$ cat src/rtl/cache_repl_pkg.sv
// Shared types and constants for the cache replacement controller.
// Used by cache_repl_ctrl and cache_repl_lfsr.
package cache_repl_pkg;

    typedef enum logic [1:0] {
        REPL_RR   = 2'd0,
        REPL_PLRU = 2'd1,
        REPL_RAND = 2'd2
    } repl_t;

    typedef enum logic {
        ST_INIT  = 1'b0,
        ST_READY = 1'b1
    } ctrl_state_t;

    localparam logic [15:0] LFSR_SEED = 16'h0001;
    // Galois feedback for x^16 + x^14 + x^13 + x^11 + 1, right-shifting form
    localparam logic [15:0] LFSR_TAPS = 16'hB400;

    function automatic int state_width(input int ways);
        int lg;
        lg = $clog2(ways);
        return (ways - 1 > lg) ? ways - 1 : lg;
    endfunction

endpackage

$ cat src/rtl/cache_repl_lfsr.sv
// 16-bit Galois LFSR feeding the random replacement policy.
// Only instantiated when CACHE_REPL_RANDOM_EN is defined.
module cache_repl_lfsr
    import cache_repl_pkg::*;
(
    input  logic        clk,
    input  logic        reset_n,
    input  logic        step,
    output logic [15:0] value
);

    always_ff @(posedge clk) begin
        if (!reset_n) begin
            value <= LFSR_SEED;
        end else if (step) begin
            value <= {1'b0, value[15:1]} ^ (value[0] ? LFSR_TAPS : 16'h0000);
        end
    end

endmodule

$ cat src/rtl/cache_repl_ctrl.sv
// Per-set victim selection (round-robin / tree-PLRU / random) with an init sweep.
// Define CACHE_REPL_RANDOM_EN to build the LFSR; otherwise REPL=2 falls back to round-robin.
//
// state    | meaning
// ---------+-----------------------------------------------------------
// ST_INIT  | sweeping set state to zero, one set per cycle; updates ignored
// ST_READY | lookups use stored state; hit/fill updates accepted
module cache_repl_ctrl
    import cache_repl_pkg::*;
#(
    parameter int NUMWAYS = 4,
    parameter int NUMSETS = 64,
    parameter int REPL    = 1
) (
    input  logic                       clk,
    input  logic                       reset_n,
    input  logic                       FlushReq,
    input  logic [$clog2(NUMSETS)-1:0] SetIdx,
    input  logic [NUMWAYS-1:0]         ValidWay,
    input  logic                       AccessEn,
    input  logic [NUMWAYS-1:0]         HitWay,
    input  logic                       FillEn,
    input  logic [NUMWAYS-1:0]         FillWay,
    output logic [NUMWAYS-1:0]         VictimWay,
    output logic                       Ready
);

    localparam int WAYW = $clog2(NUMWAYS);
    localparam int SETW = $clog2(NUMSETS);
    localparam int STW  = state_width(NUMWAYS);

`ifdef CACHE_REPL_RANDOM_EN
    localparam int POLICY = REPL;
`else
    localparam int POLICY = (REPL == int'(REPL_RAND)) ? int'(REPL_RR) : REPL;
`endif

    ctrl_state_t     state;
    logic [SETW-1:0] init_cnt;
    logic [STW-1:0]  set_state [NUMSETS];

    logic [STW-1:0]     cur_state;
    logic [STW-1:0]     next_state;
    logic [NUMWAYS-1:0] upd_way;
    logic [WAYW-1:0]    upd_idx;
    logic [WAYW-1:0]    pol_idx;
    logic [WAYW-1:0]    inv_idx;
    logic               any_inv;
    logic               upd_en;

    assign cur_state = set_state[SetIdx];
    assign upd_en    = Ready && (AccessEn || FillEn);
    assign upd_way   = FillEn ? FillWay : HitWay;

`ifdef CACHE_REPL_RANDOM_EN
    logic [15:0] lfsr_value;

    cache_repl_lfsr u_lfsr (
        .clk     (clk),
        .reset_n (reset_n),
        .step    (Ready && FillEn && !FlushReq),
        .value   (lfsr_value)
    );
`endif

    always_ff @(posedge clk) begin
        if (!reset_n) begin
            state    <= ST_INIT;
            init_cnt <= '0;
            Ready    <= 1'b0;
        end else if (FlushReq) begin
            state    <= ST_INIT;
            init_cnt <= '0;
            Ready    <= 1'b0;
        end else if (state == ST_INIT) begin
            if (init_cnt == SETW'(NUMSETS - 1)) begin
                state <= ST_READY;
                Ready <= 1'b1;
            end
            init_cnt <= init_cnt + SETW'(1);
        end
    end

    // The state array needs no reset: every entry is rewritten by the sweep before Ready rises.
    always_ff @(posedge clk) begin
        if (reset_n && !FlushReq) begin
            if (state == ST_INIT) begin
                set_state[init_cnt] <= '0;
            end else if (upd_en) begin
                set_state[SetIdx] <= next_state;
            end
        end
    end

    always_comb begin
        upd_idx = '0;
        for (int w = 0; w < NUMWAYS; w++) begin
            if (upd_way[w]) upd_idx = upd_idx | WAYW'(w);
        end
    end

    // Tree levels split ways by index bit, LSB at the root; a node bit of 1 points at the odd half.
    always_comb begin
        int node;
        next_state = cur_state;
        node       = 0;
        if (POLICY == int'(REPL_PLRU)) begin
            for (int l = 0; l < WAYW; l++) begin
                for (int n = 0; n < STW; n++) begin
                    if (n == node) next_state[n] = ~upd_idx[l];
                end
                node = 2 * node + 1 + int'(upd_idx[l]);
            end
        end else if (POLICY == int'(REPL_RR)) begin
            if (FillEn) next_state[WAYW-1:0] = cur_state[WAYW-1:0] + WAYW'(1);
        end
    end

    always_comb begin
        int   node;
        logic b;
        pol_idx = '0;
        node    = 0;
        b       = 1'b0;
        if (POLICY == int'(REPL_PLRU)) begin
            for (int l = 0; l < WAYW; l++) begin
                b = 1'b0;
                for (int n = 0; n < STW; n++) begin
                    if (n == node) b = cur_state[n];
                end
                pol_idx[l] = b;
                node       = 2 * node + 1 + int'(b);
            end
`ifdef CACHE_REPL_RANDOM_EN
        end else if (POLICY == int'(REPL_RAND)) begin
            pol_idx = lfsr_value[WAYW-1:0];
`endif
        end else begin
            pol_idx = cur_state[WAYW-1:0];
        end
    end

    always_comb begin
        inv_idx = '0;
        any_inv = 1'b0;
        for (int w = NUMWAYS - 1; w >= 0; w--) begin
            if (!ValidWay[w]) begin
                inv_idx = WAYW'(w);
                any_inv = 1'b1;
            end
        end
    end

    always_comb begin
        if (!Ready)       VictimWay = NUMWAYS'(1);
        else if (any_inv) VictimWay = NUMWAYS'(1) << inv_idx;
        else              VictimWay = NUMWAYS'(1) << pol_idx;
    end

    always_ff @(posedge clk) begin
        if (reset_n && Ready && AccessEn) assert ($onehot(HitWay));
        if (reset_n && Ready && FillEn)   assert ($onehot(FillWay));
    end

endmodule
$ cat config.mk
export PLATFORM = sky130hd
export DESIGN_NAME = cache_repl_ctrl
export DESIGN_NICKNAME = d
export VERILOG_FILES = /design/src/rtl/cache_repl_pkg.sv /design/src/rtl/cache_repl_lfsr.sv /design/src/rtl/cache_repl_ctrl.sv
export SDC_FILE = /design/constraint.sdc
export NUM_CORES = 1
export LEC_CHECK = 0
export CAP_MARGIN = 20
export CORE_UTILIZATION = 50
export CTS_BUF_LIST = sky130_fd_sc_hd__clkbuf_8
export CTS_CLUSTER_SIZE = 12
export DETAILED_ROUTE_END_ITERATION = 16
export PLACE_DENSITY = 0.66
export SYNTH_ARGS = -nofsm -noshare
export SYNTH_HDL_FRONTEND = slang
export SYNTH_SLANG_ARGS = --single-unit
$ cat constraint.sdc
create_clock -name clk -period 9.5 [get_ports clk]
set_clock_uncertainty 0.15 [all_clocks]
set_input_delay 2.85 -clock clk [delete_from_list [all_inputs] [get_ports clk]]
set_output_delay 2.85 -clock clk [all_outputs]
set_load 0.01 [all_outputs]
==> run_results.csv, run 1 <==
group,metric,value,unit
run_status,status,"completed",
floorplanning,io_pins,28,
sta,setup_viol,0,
layout,post-route-util,57.0,%
route,drt_iter0_markers,533,
synth,synth.top_cell.area_share,68.1,%
floorplanning,coreArea,16600,µm²
synth,synthMuxAreaShare,13.9,%
floorplanning,fp-row-count,47,
route,drt_wl_total,17.9,mm
power,vdd_drop_max,0.0927,mV
synth,ys_warn_count,0,
power,p_int,0.00125,W
route,drc_errors,0,
clock_tree,cts_resized,0,
flow_run,drv_cap,0,
floorplanning,start_util,51.1,%
global_route,grt_use_total,22.0,%
layout,area_growth_syn_to_layout,11.6,%
clock_tree,clk_latency,0.47,ns
min_path,min-delay-start,"init_cnt[0]",
synth,synth_xor_area_share,0.414,%
clock_tree,clockRootBuffer,"clkbuf_8",
min_path,hold_path_depth,2,
sta,hold_viol,0,
clock_tree,numCtsBuffers,17,
sta,worst_slew_pin_slew,1.01,ns
power,cellLeakagePower,3.22,nW
power,p_seq_share,59.9,%
setup_path,path_max_fanout,10,
synth,syn_area_per_cell,16.4,µm²
setup_path,rr_startpoint,"Ready",
place,gp_congestion,0.873,
sta,fmax,111,MHz
synth,synth.net_count,539,
floorplanning,die_x,132,µm
route,vias,4736,
min_path,min_path_type,"register to register",
setup_path,cp.required,6.50,ns
setup_path,critPathArrivalTime,5.99,ns
clock_tree,hold_buffers,0,
power,comb_power_share,4.5,%
route,drt-pass1-iter-count,5,
sta,min_period,8.99,ns
synth,synth_top_family_by_area,"multiplexers",
global_route,grt_pass1_vias,4672,
sta,finalCritPeriodShare,94.7,%
setup_path,path_class,"input pin to primary output",
synth,async_flop_share,0,%
route,avgViaCountPerCell,6.04,
layout,nFillCells,1268,
setup_path,rrSetupSlack,6.31,ns
floorplanning,chipHeight,132,µm
synth,synthCells,515,
synth,yosysTopAreaCell,"edfxtp_1",
synth,synthTopCellsByArea,"edfxtp_1 68%, mux4_2 12%, nor2_1 3.5%, dfxtp_1 1.9%, mux2i_1 1.5%",
synth,ys_top_cells_by_count,"192 x edfxtp_1, 78 x nor2_1, 46 x mux4_2",
clock_tree,cts.clk_slew.worst_paths,0.10,ns
setup_path,start_kind,"input pin",
synth,synthFlopType,"edfxtp_1",
clock_tree,cts_setup_buffers,0,
synth,ys_seq_area_share,70.0,%
global_route,grt-ovfl-total,0,
floorplanning,design.die.area,17500,µm²
sta,rsz0062_at_grt,"false",
route,antenna_left,0,
layout,diodes,0,
place,portBuffers,25,
power,power.switching,0.000339,W
layout,layout.nets,575,
synth,syn-cell-area,8470,µm²
global_route,grt_max_degree,65,
clock_tree,clockBufferDepth,2,
synth,yosys.area_share.simple,8.72,%
synth,synth_edf_count,192,
route,routedWlPerCell,22.8,µm
setup_path,worst_r2r_path_depth,6,
synth,ys_seq_elements,200,
power,power.density,168,nW/µm²
place,hpwl,11.5,mm
sta,slew_headroom,32.7,%
synth,synth_cell_types,56,
setup_path,endpoint_kind,"primary output",
layout,drive_above_1_share,18.8,%
power,switching_share,21.3,%
clock_tree,cts_tree,"yes",
setup_path,rr_endpoint,"set_state[18][2]",
synth,synth_compound_area_share,5.02,%
min_path,min_to,"init_cnt[0]",
power,p_clk_share,35.6,%
global_route,antenna_found_initial,0,
clock_tree,cts_num_sinks,200,
synth,yosysMostFrequentCell,"edfxtp_1",
sta,drv_slew,0,
synth,synth_fa_ha_area_share,0.148,%
clock_tree,h-tree-depth,4,
sta,fin_tns_setup,0,ns
global_route,grt_pass1_wl,27.8,mm
-- critical path: stages --
cell and delay [ns]:
clkdlybuf4s50_1 0.87, clkinv_1 0.55, mux2i_1 0.37, a221oi_1 0.13, o21ai_0 0.12, nand3_1 0.21
o311ai_2 0.32, clkdlybuf4s50_1 0.57
-- power by group through the flow --
stage          sequential, W  combinational (W)  clock [W]
2_1_floorplan       0.000971          0.0000453          0
3_3_place_gp        0.000972          0.0000713          0
3_5_place_dp        0.000972          0.0000715          0
4_1_cts             0.000952          0.0000718   0.000576
5_1_grt             0.000952          0.0000765   0.000607
6_report            0.000952          0.0000715   0.000566
-- routing by layer --
metal | share of wire (%) | track usage (%)
met4 | 2.3 | 7.88
met3 | 7.3 | 4.73
met1 | 43 | 30.7
met5 | 0 | 0
met2 | 48 | 34.5
-- final cells by class --
type                            count  area, µm²  share of cell area, %
Clock inverter                     15        191                   2.03
Inverter                            4       15.0                  0.159
Multi-Input combinational cell    286       2410                   25.5
Sequential cell                   200       5930                   62.7
Tap cell                          220        275                   2.91
Timing Repair Buffer               42        395                   4.19
Clock buffer                       17        234                   2.48
-- how the worst max path moves through the flow --
| stage | slack (ns) | depth (start not counted) | endpoint | startpoint |
|---|---|---|---|---|
| global route | 0.34 | 8 | VictimWay[0] | SetIdx[1] |
| CTS | 0.51 | 8 | VictimWay[0] | SetIdx[1] |
| detailed placement | 0.52 | 8 | VictimWay[0] | SetIdx[1] |
| floorplan | 1.85 | 8 | set_state[0][2] | SetIdx[2] |
| global placement | 0.54 | 8 | VictimWay[0] | SetIdx[1] |
| finish | 0.51 | 8 | VictimWay[0] | SetIdx[1] |
-- state kept, by name (all words and copies together), names as in the netlist --
| register | count |
|---|---|
| state | 1 |
| init_cnt | 6 |
| Ready | 1 |
| set_state | 192 |
-- through the flow --
step	worst slack (ns)	instance area (µm²)	power, W	std cells	hold slack [ns]
2_1_floorplan	1.85	8470	0.00102	515	0.362
3_3_place_gp	0.541	9020	0.00104	752	0.386
3_5_place_dp	0.520	9020	0.00104	752	0.385
4_1_cts	0.507	9450	0.00160	784	0.403
5_1_grt	0.335	9450	0.00164	784	0.425
6_report	0.508	9450	0.00159	784	0.400
-- logic make-up after synthesis --
group / after synthesis
adder cells (fa/ha/maj): 1
XOR/XNOR: 4
flip-flops: 200
multiplexers: 60
AND/OR/NAND/NOR: 163
buffers and inverters: 29
AO/OA/AOI/OAI: 58
-- cells in the final DEF (no fill, tap or decap), drive strengths merged, types with 8 or more instances in the layout --
cell type      instances
nor2                  78
clkbuf                17
buf                   19
a21oi                 10
nor2b                 13
dfxtp                  8
mux2i                 13
clkdlybuf4s50         23
edfxtp               192
nand3                 14
inv                    8
nand2                 28
mux4                  46
Power figures use the tool's default switching activity.
==> run 2, diff against run 1 <==
ABC_AREA = 1   (was unset)
SYNTH_HIERARCHICAL = 1   (was unset)
==> run 2 against run 1 <==
Clock power is 5.8% lower. Clock-buffer cell count did not move. Flip-flop and latch count did not move. Largest power group unchanged. Fmax grew 4.3%. Critical path depth up 5. Routed wire length up 7.8%. Worst setup slack improved by 0.37 ns.
==> run_results.csv, run 2 <==
group,metric,value,unit
run_status,status,"completed",
synth,syn-cell-area,8680,µm²
global_route,grt-ovfl-total,0,
layout,layout.nets,871,
synth,synth.top_cell.area_share,66.4,%
layout,layout_commonest_cell,"nand2_1",
sta,fin_tns_setup,0,ns
layout,largestRegisters,"set_state x192, init_cnt x6",
place,dp_slack,0.897,ns
setup_path,critPathArrivalTime,5.62,ns
layout,registers.top_by_ff_count,"set_state",
synth,synthFlopType,"edfxtp_1",
sta,hold_viol,0,
route,drc_errors,0,
sta,min_period,8.62,ns
synth,synth_compound_area_share,1.64,%
clock_tree,cts_num_sinks,200,
synth,synthCells,833,
floorplanning,die_x,134,µm
route,avgViaCountPerCell,5.60,
flow_run,drv_cap,0,
synth,synth_top_family_by_area,"simple AND/OR/NAND/NOR gates",
clock_tree,cts_tree,"yes",
route,routedWlPerCell,17.8,µm
synth,yosysTopAreaCell,"edfxtp_1",
clock_tree,h-tree-depth,4,
clock_tree,hold_buffers,0,
route,vias,6038,
power,power.density,166,nW/µm²
floorplanning,coreArea,16800,µm²
setup_path,crit_family,"buffers and inverters",
setup_path,crit_top_cell,"nand2_1",
synth,yosysMostFrequentCell,"nand2_1",
setup_path,path_max_fanout,24,
synth,synthTopCellsByArea,"edfxtp_1 66%, nand2_1 12%, nand3_1 9.9%, nor2_1 2.8%, dfxtp_1 1.8%",
place,hpwl,11.7,mm
clock_tree,cts_resized,0,
place,gp_congestion,0.792,
setup_path,slowest_delay,0.63,ns
clock_tree,numCtsBuffers,17,
synth,synth.net_count,857,
floorplanning,fp-row-count,47,
place,portBuffers,25,
clock_tree,cts_setup_buffers,0,
power,cellLeakagePower,3.43,nW
global_route,grt_pass1_vias,5914,
route,antenna_left,0,
layout,final_cell_mix,"271 x nand2_1, 192 x edfxtp_1, 172 x nand3_1",
synth,synthMuxAreaShare,0.115,%
synth,ys_top_cells_by_count,"271 x nand2_1, 192 x edfxtp_1, 172 x nand3_1",
floorplanning,chipHeight,134,µm
route,drt-pass1-iter-count,6,
layout,drive_above_1_share,6.52,%
setup_path,critPathSlowestCell,"inv_1",
setup_path,start_kind,"input pin",
setup_path,critPathBufInv,4,
layout,layoutNonFillerInstCount,1079,
sta,finalWorstSetupSlack,0.882,ns
route,drt_iter0_markers,514,
layout,diodes,0,
sta,drv_slew,0,
synth,synth_cell_types,26,
sta,setup_viol,0,
clock_tree,clockBufferDepth,2,
floorplanning,io_pins,28,
sta,worst_slew_pin_slew,0.959,ns
synth,yosys.area_share.simple,26.2,%
layout,largest_reg_flops,192,
synth,async_flop_share,0,%
synth,ys_seq_elements,200,
min_path,min_path_type,"register to register",
synth,synth_fa_ha_area_share,0.144,%
route,drt_wl_total,19.3,mm
setup_path,path_class,"input pin to primary output",
layout,area_growth_syn_to_layout,9.65,%
setup_path,path_cells,"clkdlybuf4s50_1, inv_1, nand3_1, nand2_1, nand2_1, nand3_1, nand3_1, nand2_1, inv_1, o21ai_1, nand2_1, a21oi_1, clkdlybuf4s50_1",
synth,ys_seq_area_share,68.2,%
global_route,grt_max_degree,98,
setup_path,cp.required,6.50,ns
synth,synth_xor_area_share,0,%
layout,nFillCells,1449,
floorplanning,design.die.area,17900,µm²
synth,synth_edf_count,192,
clock_tree,clockRootBuffer,"clkbuf_8",
sta,rsz0062_at_grt,"false",
global_route,grt_pass1_wl,30.3,mm
place,placed_cells,1048,
sta,fmax,116,MHz
global_route,grt_use_total,22.8,%
floorplanning,start_util,51.8,%
sta,slew_headroom,36.1,%
setup_path,endpoint_kind,"primary output",
power,vdd_drop_max,0.104,mV
clock_tree,clk_latency,0.45,ns
synth,syn_area_per_cell,10.4,µm²
clock_tree,cts.clk_slew.worst_paths,0.08,ns
sta,finalCritPeriodShare,90.7,%
synth,ys_warn_count,6,
global_route,antenna_found_initial,0,
## run 2: cell types whose count changed after synthesis, sizes merged, moves of 7 or more
cell | previous run | this run
nand2 | 28 | 271
nand3 | 14 | 172
nor2b | 13 | 0
nand2b | 7 | 0
nor2 | 78 | 66
o21ai | 7 | 15
nor4 | 0 | 9
buf | 13 | 23
mux4 | 46 | 0
mux2i | 13 | 1
nand4 | 2 | 9
inv | 3 | 35
## run 2: cells by family (layout without fill, tap and decap cells)
group / after synthesis / in the layout
muxes: 1 / 1
adders and majority gates: 1 / 1
buffers and inverters: 75 / 101
AOI/OAI and AO/OA: 23 / 23
DFF: 200 / 200
and+or+nand+nor: 533 / 533
## run 2: layer usage
layer,vias to the layer above,global-route usage (%),part of all wire (%)
li1,2914,-,-
met3,35,4.61,7.2
met4,0,7.83,2.4
met5,-,0,0
met1,2868,29.9,41
met2,221,37.9,49
## run 2: worst paths after layout
| check | slack, ns | startpoint | endpoint | cells after the start |
|---|---|---|---|---|
| setup / recovery | 0.88 | SetIdx[2] | VictimWay[1] | 13 |
| hold reg to reg | 0.37 | state | init_cnt[1] | 2 |
| setup reg to reg | 6.39 | state | set_state[6][2] | 6 |
| hold / removal | 0.37 | state | init_cnt[1] | 2 |
## run 2: worst register-to-register path: cells and delay by family, from the launching register on
| kind | cells | cell delay (ns) |
|---|---|---|
| simple gates | 3 | 1.57 |
| flops | 1 | 0.39 |
| compound gates | 1 | 0.37 |
| buf+inv | 2 | 0.30 |
## run 2: cell type report
cell class,instances,area (µm²),share of cell area [%]
clock buffer,17,234,2.46
clock inverter,14,156,1.64
inverter,35,131,1.38
multi-input combinational,558,2460,25.8
sequential,200,5930,62.2
tap,220,275,2.89
timing repair buffer,35,340,3.57
## run 2: metrics by stage
step	hold slack (ns)	utilization (%)	power [W]	area [µm²]
6_report	0.371	56.8	0.00159	9520
5_1_grt	0.392	56.8	0.00164	9520
4_1_cts	0.370	56.8	0.00160	9520
3_5_place_dp	0.360	54.5	0.00107	9130
3_3_place_gp	0.342	54.5	0.00107	9130
2_1_floorplan	0.320	-	0.00104	8680
## run 2: report_power, final
part / switching [W] / internal (W)
Sequential: 0.000000694 / 0.000951
Clock: 0.000276 / 0.000256
Combinational: 0.0000673 / 0.0000337
Total: 0.000344 / 0.00124
